`src/rtl/uart_loader_if.sv`:
```
// Loader-side UART byte stream and RAM port bundle for uart_loader.
// master = loader, slave = UART/RAM/cpu environment.
interface uart_loader_if #(
  parameter int addr_width = 9
);
  logic                  received;
  logic [7:0]            rx_byte;
  logic                  is_transmitting;
  logic [7:0]            tx_byte;
  logic                  transmit;
  logic                  ram_sel;
  logic [addr_width-1:0] l_waddr;
  logic [7:0]            dwrite;
  logic                  write_en;
  logic [addr_width-1:0] l_raddr;
  logic [7:0]            dread;
  logic [addr_width-1:0] startaddr;
  logic                  cpu_start;
  logic                  cpu_halted;

  modport master (
    input  received, rx_byte, is_transmitting, dread, cpu_halted,
    output tx_byte, transmit, ram_sel, l_waddr, dwrite, write_en,
           l_raddr, startaddr, cpu_start
  );

  modport slave (
    output received, rx_byte, is_transmitting, dread, cpu_halted,
    input  tx_byte, transmit, ram_sel, l_waddr, dwrite, write_en,
           l_raddr, startaddr, cpu_start
  );
endinterface

```
`src/rtl/uart_loader.sv`:
```
// Serial monitor/loader: 'L' load, 'D' dump, 'G' go commands over the UART byte stream.
// Define LOADER_CHECKSUM_EN to require a trailing mod-256 data checksum on 'L'.
module uart_loader #(
  parameter int         addr_width = 9,
  parameter logic [7:0] ACK_BYTE   = 8'h2B,
  parameter logic [7:0] NAK_BYTE   = 8'h3F
) (
  input logic           clk,
  input logic           rst,
  uart_loader_if.master bus
);
  typedef enum logic [3:0] {
    IDLE    = 4'd0,  ADDRH   = 4'd1,  ADDRL = 4'd2,  LEN = 4'd3,
    DATA    = 4'd4,  CHK     = 4'd5,  DRD   = 4'd6,  DW1 = 4'd7,
    DW2     = 4'd8,  DTX     = 4'd9,  GO    = 4'd10, RUN = 4'd11,
    SENDACK = 4'd12, SENDNAK = 4'd13
  } state_t;

  localparam logic [7:0]            CMD_L    = 8'h4C;
  localparam logic [7:0]            CMD_D    = 8'h44;
  localparam logic [7:0]            CMD_G    = 8'h47;
  localparam logic [addr_width-1:0] ADDR_ONE = {{(addr_width-1){1'b0}}, 1'b1};

  state_t                state_r, state_nxt;
  logic [7:0]            cmd_r, cmd_nxt;
  logic [7:0]            addr_hi_r, addr_hi_nxt;
  logic [addr_width-1:0] addr_r, addr_nxt;
  logic [8:0]            count_r, count_nxt;
  logic [7:0]            tx_byte_r, tx_byte_nxt;
  logic                  transmit_r, transmit_nxt;
  logic                  ram_sel_r, ram_sel_nxt;
  logic [addr_width-1:0] l_waddr_r, l_waddr_nxt;
  logic [7:0]            dwrite_r, dwrite_nxt;
  logic                  write_en_r, write_en_nxt;
  logic [addr_width-1:0] l_raddr_r, l_raddr_nxt;
  logic [addr_width-1:0] startaddr_r, startaddr_nxt;
  logic                  cpu_start_r, cpu_start_nxt;
  logic                  tx_free_s;
`ifdef LOADER_CHECKSUM_EN
  logic [7:0]            sum_r, sum_nxt;
`endif

  // The UART only raises busy a cycle after our strobe, so our own pulse also blocks.
  assign tx_free_s = !bus.is_transmitting && !transmit_r;

  // Next-state and next-output decode.
  always_comb begin
    state_nxt     = state_r;
    cmd_nxt       = cmd_r;
    addr_hi_nxt   = addr_hi_r;
    addr_nxt      = addr_r;
    count_nxt     = count_r;
    tx_byte_nxt   = tx_byte_r;
    transmit_nxt  = 1'b0;
    ram_sel_nxt   = ram_sel_r;
    l_waddr_nxt   = l_waddr_r;
    dwrite_nxt    = dwrite_r;
    write_en_nxt  = 1'b0;
    l_raddr_nxt   = l_raddr_r;
    startaddr_nxt = startaddr_r;
    cpu_start_nxt = 1'b0;
`ifdef LOADER_CHECKSUM_EN
    sum_nxt       = sum_r;
`endif
    case (state_r)
      IDLE: begin
        if (bus.received) begin
          cmd_nxt = bus.rx_byte;
          if (bus.rx_byte == CMD_L || bus.rx_byte == CMD_D || bus.rx_byte == CMD_G) begin
            state_nxt = ADDRH;
          end else begin
            state_nxt = SENDNAK;
          end
        end else begin
          state_nxt = IDLE;
        end
      end
      ADDRH: begin
        if (bus.received) begin
          addr_hi_nxt = bus.rx_byte;
          state_nxt   = ADDRL;
        end else begin
          state_nxt = ADDRH;
        end
      end
      ADDRL: begin
        if (bus.received) begin
          addr_nxt  = addr_width'({addr_hi_r, bus.rx_byte});
          state_nxt = (cmd_r == CMD_G) ? GO : LEN;
        end else begin
          state_nxt = ADDRL;
        end
      end
      LEN: begin
        if (bus.received) begin
          count_nxt = (bus.rx_byte == 8'h00) ? 9'd256 : {1'b0, bus.rx_byte};
          state_nxt = (cmd_r == CMD_L) ? DATA : DRD;
`ifdef LOADER_CHECKSUM_EN
          sum_nxt   = 8'h00;
`endif
        end else begin
          state_nxt = LEN;
        end
      end
      DATA: begin
        if (bus.received) begin
          l_waddr_nxt  = addr_r;
          dwrite_nxt   = bus.rx_byte;
          write_en_nxt = 1'b1;
          addr_nxt     = addr_r + ADDR_ONE;
          count_nxt    = count_r - 9'd1;
`ifdef LOADER_CHECKSUM_EN
          sum_nxt      = sum_r + bus.rx_byte;
          state_nxt    = (count_r == 9'd1) ? CHK : DATA;
`else
          state_nxt    = (count_r == 9'd1) ? SENDACK : DATA;
`endif
        end else begin
          state_nxt = DATA;
        end
      end
`ifdef LOADER_CHECKSUM_EN
      CHK: begin
        if (bus.received) begin
          state_nxt = (bus.rx_byte == sum_r) ? SENDACK : SENDNAK;
        end else begin
          state_nxt = CHK;
        end
      end
`endif
      DRD: begin
        l_raddr_nxt = addr_r;
        state_nxt   = DW1;
      end
      DW1: state_nxt = DW2;
      DW2: state_nxt = DTX;
      DTX: begin
        if (tx_free_s) begin
          tx_byte_nxt  = bus.dread;
          transmit_nxt = 1'b1;
          addr_nxt     = addr_r + ADDR_ONE;
          count_nxt    = count_r - 9'd1;
          state_nxt    = (count_r == 9'd1) ? SENDACK : DRD;
        end else begin
          state_nxt = DTX;
        end
      end
      GO: begin
        startaddr_nxt = addr_r;
        ram_sel_nxt   = 1'b0;
        cpu_start_nxt = 1'b1;
        state_nxt     = RUN;
      end
      RUN: begin
        if (bus.cpu_halted) begin
          ram_sel_nxt = 1'b1;
          state_nxt   = SENDACK;
        end else begin
          state_nxt = RUN;
        end
      end
      SENDACK, SENDNAK: begin
        if (tx_free_s) begin
          tx_byte_nxt  = (state_r == SENDACK) ? ACK_BYTE : NAK_BYTE;
          transmit_nxt = 1'b1;
          state_nxt    = IDLE;
        end else begin
          state_nxt = state_r;
        end
      end
      default: state_nxt = IDLE;
    endcase
  end

  // State and registered-output update.
  always_ff @(posedge clk or negedge rst) begin
    if (!rst) begin
      state_r     <= IDLE;
      cmd_r       <= 8'h00;
      addr_hi_r   <= 8'h00;
      addr_r      <= {addr_width{1'b0}};
      count_r     <= 9'd0;
      tx_byte_r   <= 8'h00;
      transmit_r  <= 1'b0;
      ram_sel_r   <= 1'b1;
      l_waddr_r   <= {addr_width{1'b0}};
      dwrite_r    <= 8'h00;
      write_en_r  <= 1'b0;
      l_raddr_r   <= {addr_width{1'b0}};
      startaddr_r <= {addr_width{1'b0}};
      cpu_start_r <= 1'b0;
`ifdef LOADER_CHECKSUM_EN
      sum_r       <= 8'h00;
`endif
    end else begin
      state_r     <= state_nxt;
      cmd_r       <= cmd_nxt;
      addr_hi_r   <= addr_hi_nxt;
      addr_r      <= addr_nxt;
      count_r     <= count_nxt;
      tx_byte_r   <= tx_byte_nxt;
      transmit_r  <= transmit_nxt;
      ram_sel_r   <= ram_sel_nxt;
      l_waddr_r   <= l_waddr_nxt;
      dwrite_r    <= dwrite_nxt;
      write_en_r  <= write_en_nxt;
      l_raddr_r   <= l_raddr_nxt;
      startaddr_r <= startaddr_nxt;
      cpu_start_r <= cpu_start_nxt;
`ifdef LOADER_CHECKSUM_EN
      sum_r       <= sum_nxt;
`endif
    end
  end

  assign bus.tx_byte   = tx_byte_r;
  assign bus.transmit  = transmit_r;
  assign bus.ram_sel   = ram_sel_r;
  assign bus.l_waddr   = l_waddr_r;
  assign bus.dwrite    = dwrite_r;
  assign bus.write_en  = write_en_r;
  assign bus.l_raddr   = l_raddr_r;
  assign bus.startaddr = startaddr_r;
  assign bus.cpu_start = cpu_start_r;
endmodule

```
`src/flat_wrapper.sv`:
```
// flat-port wrapper written by rule: the top's interface ports become plain ports
module uart_loader_flat 
#(
  parameter int         addr_width = 9,
  parameter logic [7:0] ACK_BYTE   = 8'h2B,
  parameter logic [7:0] NAK_BYTE   = 8'h3F
)
  (clk, rst, bus_received, bus_rx_byte, bus_is_transmitting, bus_dread, bus_cpu_halted, bus_tx_byte, bus_transmit, bus_ram_sel, bus_l_waddr, bus_dwrite, bus_write_en, bus_l_raddr, bus_startaddr, bus_cpu_start);
  uart_loader_if #(.addr_width(addr_width)) bus_i ();
  input logic clk;
  input logic rst;
  input wire logic [$bits(bus_i.received)-1:0] bus_received;
  input wire logic [$bits(bus_i.rx_byte)-1:0] bus_rx_byte;
  input wire logic [$bits(bus_i.is_transmitting)-1:0] bus_is_transmitting;
  input wire logic [$bits(bus_i.dread)-1:0] bus_dread;
  input wire logic [$bits(bus_i.cpu_halted)-1:0] bus_cpu_halted;
  output wire logic [$bits(bus_i.tx_byte)-1:0] bus_tx_byte;
  output wire logic [$bits(bus_i.transmit)-1:0] bus_transmit;
  output wire logic [$bits(bus_i.ram_sel)-1:0] bus_ram_sel;
  output wire logic [$bits(bus_i.l_waddr)-1:0] bus_l_waddr;
  output wire logic [$bits(bus_i.dwrite)-1:0] bus_dwrite;
  output wire logic [$bits(bus_i.write_en)-1:0] bus_write_en;
  output wire logic [$bits(bus_i.l_raddr)-1:0] bus_l_raddr;
  output wire logic [$bits(bus_i.startaddr)-1:0] bus_startaddr;
  output wire logic [$bits(bus_i.cpu_start)-1:0] bus_cpu_start;
  assign bus_i.received = bus_received;
  assign bus_i.rx_byte = bus_rx_byte;
  assign bus_i.is_transmitting = bus_is_transmitting;
  assign bus_i.dread = bus_dread;
  assign bus_i.cpu_halted = bus_cpu_halted;
  assign bus_tx_byte = bus_i.tx_byte;
  assign bus_transmit = bus_i.transmit;
  assign bus_ram_sel = bus_i.ram_sel;
  assign bus_l_waddr = bus_i.l_waddr;
  assign bus_dwrite = bus_i.dwrite;
  assign bus_write_en = bus_i.write_en;
  assign bus_l_raddr = bus_i.l_raddr;
  assign bus_startaddr = bus_i.startaddr;
  assign bus_cpu_start = bus_i.cpu_start;
  uart_loader #(.addr_width(addr_width), .ACK_BYTE(ACK_BYTE), .NAK_BYTE(NAK_BYTE)) u_core (.clk(clk), .rst(rst), .bus(bus_i));
endmodule
```
`config.mk`:
```
export PLATFORM = sky130hd
export DESIGN_NAME = uart_loader_flat
export DESIGN_NICKNAME = d
export VERILOG_FILES = /design/src/rtl/uart_loader_if.sv /design/src/rtl/uart_loader.sv /design/src/flat_wrapper.sv
export SDC_FILE = /design/constraint.sdc
export NUM_CORES = 1
export LEC_CHECK = 0
export ABC_AREA = 1
export CAP_MARGIN = 10
export CORE_AREA = 10 10 124 126
export CTS_CLUSTER_DIAMETER = 60
export DETAILED_ROUTE_END_ITERATION = 8
export DIE_AREA = 0 0 134 136
export MAX_ROUTING_LAYER = met4
export PLACE_DENSITY = 0.59
export SETUP_SLACK_MARGIN = 0.02
export SYNTH_ARGS = -nofsm -noshare
export SYNTH_HDL_FRONTEND = slang
export SYNTH_SLANG_ARGS = --single-unit
```
`constraint.sdc`:
```
create_clock -name clk -period 1.8 [get_ports clk]
set_clock_uncertainty 0.15 [all_clocks]
set_input_delay 0.36 -clock clk [delete_from_list [all_inputs] [get_ports clk]]
set_output_delay 0.36 -clock clk [all_outputs]
set_load 0.01 [all_outputs]
```
== Word level (Yosys, flattened, before mapping) ==
Index checks and enable logic that the tools add are counted.

* Memory bits (writable): 0
* ROM bits: 0
* Word-level logic and storage cells: 94
* Latch bits: 0
* Output and inout bits: 47
* Input port bits: 21
* Flip-flop bits (word level): 78
* Memories: 0

* Shifts and indexed selects: 0
* $add $sub $neg: 2
* Mux-type cells: 34
* $lt $le $gt $ge: 0
* Eq/ne operators: 24
* Bitwise gates (word level): 0
* Reduce and logical (&&, ||, !) cells: 20
* Multipliers: 0
* Div/mod/pow operators: 0

{| class="wikitable"
|+ Operators with widths
! operator !! number
|-
| 9-bit 2-to-1 mux || 7
|-
| 9-bit one-hot mux with 3 select lines || 2
|-
| 4-bit one-hot mux with 12 select lines || 1
|-
| 8-bit by 7-bit equality test with 1-bit output (second input constant) || 5
|-
| 4-bit 2-to-1 mux || 10
|-
| 4-bit equality test (second input constant) || 6
|-
| 8-bit 2-to-1 mux || 2
|-
| 8-bit one-hot mux with 2 select lines || 1
|-
| 4-bit by 3-bit equality test with 1-bit output (second input constant) || 3
|-
| 9-bit by 1-bit adder with 9-bit output (second input constant) || 1
|-
| 9-bit by 1-bit equality test with 1-bit output (second input constant) || 1
|-
| 9-bit by 1-bit subtractor with 9-bit output (second input constant) || 1
|-
| 4-bit by 2-bit equality test with 1-bit output (second input constant) || 2
|-
| 8-bit zero test || 1
|-
| 2-bit inequality test (second input constant) || 4
|-
| 2-bit AND reduction || 4
|-
| 4-bit AND reduction || 2
|-
| 1-bit 2-to-1 mux || 6
|-
| 3-bit nonzero test || 2
|-
| 5-bit 2-to-1 mux || 1
|-
| 4-bit by 1-bit equality test with 1-bit output (second input constant) || 1
|-
| 4-bit zero test || 1
|-
| 2-bit 2-to-1 mux || 2
|-
| 2-bit by 1-bit inequality test with 1-bit output (second input constant) || 2
|-
| 9 further kinds || 12
|}

== Depth between registers and ports, before layout ==
* Word-level depth: 6
* Mapped depth: 11

== Worst setup path after synthesis ==
OpenSTA, ideal clock, no wires.

* Kind: flip-flop to flip-flop
* From: register u_core.state_r[0]
* To: register u_core.addr_r[4]
* Path buffers: 2
* Data required time: 1.529 ns
* Cell stages (with the launch flop): 9
* Setup slack: 0.259 ns
* Clock period less this slack: 1.541 ns
* Arrival time: 1.270 ns
* Library setup time: 0.121 ns
* Path through: dfrtp_1 > buf_4 > nor2_1 > nand2_2 > o21ai_2 > nor2_4 > buf_6 > nand2_1 > o21ai_2

* Cells in the longest elaborated chain, start to end: 3
* Elaborated cells on any way between the ends: 9
* Those cells by class: 6 x eq/ne; 1 x mux; 2 x reduce/logical

{| class="wikitable"
|+ Ends and longest elaborated chain
! what !! RTL line !! RTL
|-
| from (decl) || uart_loader.sv:24 || <nowiki>state_t state_r, state_nxt;</nowiki>
|-
| from (signal assigned) || uart_loader.sv:196 || <nowiki>state_r <= state_nxt;</nowiki>
|-
| 4-bit by 2-bit equality test with 1-bit output (tied with other cells) || uart_loader.sv:65 || <nowiki>case (state_r)</nowiki>
|-
| 2-bit inequality test (no line) (tied with other cells) || - ||
|-
| 4-bit AND reduction (no line) || - ||
|-
| to (signal assigned) || uart_loader.sv:181 || <nowiki>addr_r <= {addr_width{1'b0}};</nowiki>
|-
| to (signal assigned) || uart_loader.sv:199 || <nowiki>addr_r <= addr_nxt;</nowiki>
|-
| to (decl) || uart_loader.sv:27 || <nowiki>logic [addr_width-1:0] addr_r, addr_nxt;</nowiki>
|}

Parallel ways exist; a longest one is shown, timed or not.
A chain may end at the register's enable or synchronous reset.

== Worst setup path in the final report ==
* From: register u_core.l_waddr_r[7], in the netlist u_core.bus.l_waddr[7]
* To: output bus_l_waddr[7]

{| class="wikitable"
|+ RTL lines
! what !! RTL line !! RTL
|-
| from (decl) || uart_loader.sv:32 || <nowiki>logic [addr_width-1:0] l_waddr_r, l_waddr_nxt;</nowiki>
|-
| from (signal assigned) || uart_loader.sv:186 || <nowiki>l_waddr_r <= {addr_width{1'b0}};</nowiki>
|-
| from (signal assigned) || uart_loader.sv:204 || <nowiki>l_waddr_r <= l_waddr_nxt;</nowiki>
|-
| to (decl) || flat_wrapper.sv:20 || <nowiki>output wire logic [$bits(bus_i.l_waddr)-1:0] bus_l_waddr;</nowiki>
|}

No word-level cell between the ends.

==> flow_summary_export.csv <==
group,metric,value,unit
outcome,status,"complete, no violations",
sta,fin_crit_sh,96.7,%
global_routing,grt_pass1_vias,3407,
global_routing,grt_max_degree,51,
clocking,clkLatencyLatePin,0.33,ns
setup_path,crit_path_max_incr_delay,0.55,ns
global_routing,grt.total_usage,12.0,%
min_path,hold_start,"u_core.bus.ram_sel",
setup_path,crit_path_max_fanout,2,
drt,drc,0,
synth,synth_area_leader_cell,"dfrtp_1",
clocking,cts_buffers,9,
final_layout,final_util,41.4,%
die,coreArea,13000,um2
sta,setup_viol,0,
final_layout,diodes,0,
drt,routed_via_density,4.43,
setup_path,arrival,1.23,ns
clocking,clk_path_buf_depth,2,
final_layout,final_cell_mix,"nand2_1 (164), dfrtp_1 (75), o21ai_0 (58), inv_1 (52), clkdlybuf4s50_1 (39)",
die,die_area,18200,um2
placement,hpwl,7730,um
final_layout,fillers,1346,
clocking,cts.sinks,78,
drt,ant_nets,0,
synth,yosysUniqueCellTypes,32,
synth,netlist_top_cells_area,"dfrtp_1 (50%), nand2_1 (16%), o21ai_0 (7.6%)",
power,power_per_cell_area,1730,nW/um2
setup_path,criticalPathCategory,"flop to primary output",
power,leakage,2.89,nW
final_layout,postLayoutCellArea,5370,um2
setup_path,crit_chain,"clkdlybuf4s50_1",
sta,fmax,0.574,GHz
drt,drt-initial-drc-count,326,
setup_path,rr_endpoint,"u_core.count_r[1]",
sta,hold_slack,0.328,ns
global_routing,antenna_found_initial,0,
sta,rsz0062_at_grt,"no",
sta,slew_viol_final,0,
die,die_h,136,um
setup_path,rrSetupSlack,0.11,ns
setup_path,critPathTopFamily,"buffers and inverters",
setup_path,crit_slowest_cell,"clkdlybuf4s50_1",
setup_path,end_kind,"primary output",
sta,max_slew_margin,74.5,%
drt,vias,3392,
synth,syn_area,3830,um2
die,initial_core_util,29.5,%
synth,synthCells,483,
clocking,cts_root_buffer,"clkbuf_16",
placement,dp.cells,742,
setup_path,critPathRequiredTime,1.29,ns
die,dieWidth,134,um
drt,routed_wl,10400,um
setup_path,r2r_start,"u_core.state_r[3]",
synth,syn_area_per_cell,7.93,um2
min_path,min_path_type,"flop to flop",
die,fp-row-count,42,
sta,min_period,1.74,ns
synth,syn_nets,507,
synth,yosysSeqAreaShare,51.0,%
die,io_pins,68,
drt,dr.pass1.iters,5,
synth,ys_ff_latch,78,
clocking,cts_tree,"done",
placement,port_buffers,67,
setup_path,critPathLaunchType,"flop",
synth,netlist.area_leader.share,50.3,%
global_routing,overflow,0,
min_path,min_to,"u_core.bus.ram_sel",
final_layout,fin_nets,608,
setup_path,critical_path.startpoint,"u_core.bus.l_waddr[7]",
placement,placed_area,4870,um2
global_routing,grt_pass1_wl,17300,um
min_path,min_path_cells,2,
clocking,htreeDepth,3,
synth,yosysWarnings,0,
final_layout,syn2layout_area_growth,40.2,%
flow_run,cap_violations,0,
placement,routabilityCongestion,0.865,
drt,wl_per_cell,13.6,um
final_layout,instances_no_fill,765,
power,vdd_drop_max,0.000720,V
setup_path,cp_num_buf_inv,1,
sta,worst_slew_pin_slew,0.379,ns
setup_path,ff2ff_path_depth,9,
final_layout,final_common_cell,"nand2_1",
sta,hold_viol,0,
clocking,clk_pin_slew_worst_paths,0.06,ns
final_layout,drive_gt1_share,15.1,%
state kept, by name, indices dropped and copies added, names as in the netlist:
register / cells
u_core.bus.dwrite: 8
u_core.bus.startaddr: 9
u_core.bus.transmit: 1
u_core.cmd_r: 8
u_core.addr_hi_r: 1
u_core.bus.write_en: 1
u_core.bus.l_waddr: 9
u_core.bus.tx_byte: 8
u_core.bus.cpu_start: 1
u_core.state_r: 4
u_core.bus.ram_sel: 1
u_core.count_r: 9
u_core.addr_r: 9
u_core.bus.l_raddr: 9
cell type report:
| type | count | area (um2) | area share (%) |
|---|---|---|---|
| Timing Repair Buffer | 100 | 1010 | 18.8 |
| Tap cell | 176 | 220 | 4.10 |
| Clock buffer | 9 | 225 | 4.19 |
| Sequential cell | 78 | 1960 | 36.4 |
| Multi-Input combinational cell | 340 | 1650 | 30.7 |
| Inverter | 55 | 206 | 3.84 |
| Clock inverter | 7 | 105 | 1.96 |
metrics by stage:
step | setup TNS [ns] | setup WS, ns | total power, W
2_1_floorplan | 0 | 0.259 | 0.00546
3_3_place_gp | -2.58 | -0.151 | 0.00716
3_5_place_dp | -3.06 | -0.185 | 0.00723
4_1_cts | 0 | 0.0225 | 0.00926
5_1_grt | 0 | 0.0185 | 0.0101
6_report | 0 | 0.0591 | 0.00931
Yosys cell counts, drive strengths merged:
| library cell | instances |
|---|---|
| nand2 | 176 |
| dfrtp | 77 |
| o21ai | 67 |
| inv | 55 |
| nor2 | 48 |
| nand3 | 22 |
| buf | 9 |
| nand4 | 4 |
| a21oi | 3 |
| clkbuf | 3 |
| ha | 3 |
| nor3 | 3 |
| o22a | 3 |
| a22o | 2 |
| a31oi | 2 |
| a211oi | 1 |
| dfstp | 1 |
| nand3b | 1 |
| o31ai | 1 |
| or2 | 1 |
| xor2 | 1 |
power breakdown:
group          total [W]  switching (W)  internal (W)
registers        0.00307       0.000526       0.00254
clock network    0.00201       0.000776       0.00124
logic            0.00423        0.00238       0.00185
total            0.00931        0.00368       0.00563
layer usage:
layer | up-vias | wire [um] | track usage (%) | share of wire, %
met1 | 1574 | 5190 | 15.6 | 50
met2 | 74 | 4550 | 17.6 | 44
met5 | - | 0 | - | 0
met3 | 6 | 561 | 3.80 | 5.4
li1 | 1738 | - | - | -
met4 | 0 | 70 | 3.08 | 0.67
worst max path at each step:
stage	cells after the start	end	slack [ns]
floorplan	8	u_core.addr_r[4]	0.26
global placement	8	u_core.addr_r[4]	-0.15
detailed placement	8	u_core.addr_r[4]	-0.19
CTS	1	bus_l_waddr[2]	0.02
global route	10	u_core.addr_r[5]	0.02
finish	1	bus_l_waddr[7]	0.06
cells by family (layout without fill, tap and decap cells):
| family | count (synthesis) | after routing | synth area share, % |
|---|---|---|---|
| and+or+nand+nor | 255 | 257 | 28.6 |
| AOI/OAI and AO/OA | 79 | 79 | 11.7 |
| DFF | 78 | 78 | 51.0 |
| buffers and inverters | 67 | 171 | 7.51 |
| adders and majority gates | 3 | 3 | 0.980 |
| xor gates and xnor gates | 1 | 1 | 0.229 |
timing repair:
item / 4_1_cts / 5_1_grt
pin swaps: 0 / 3
gates cloned: 0 / 2
hold buffers: 1 / 0
resized for setup: 4 / 39
endpoints found under the setup margin: 4 / 42
setup buffers: 0 / 4
endpoints found under the hold margin: 77 / 0
No activity file was read; power rests on OpenSTA's default activity.
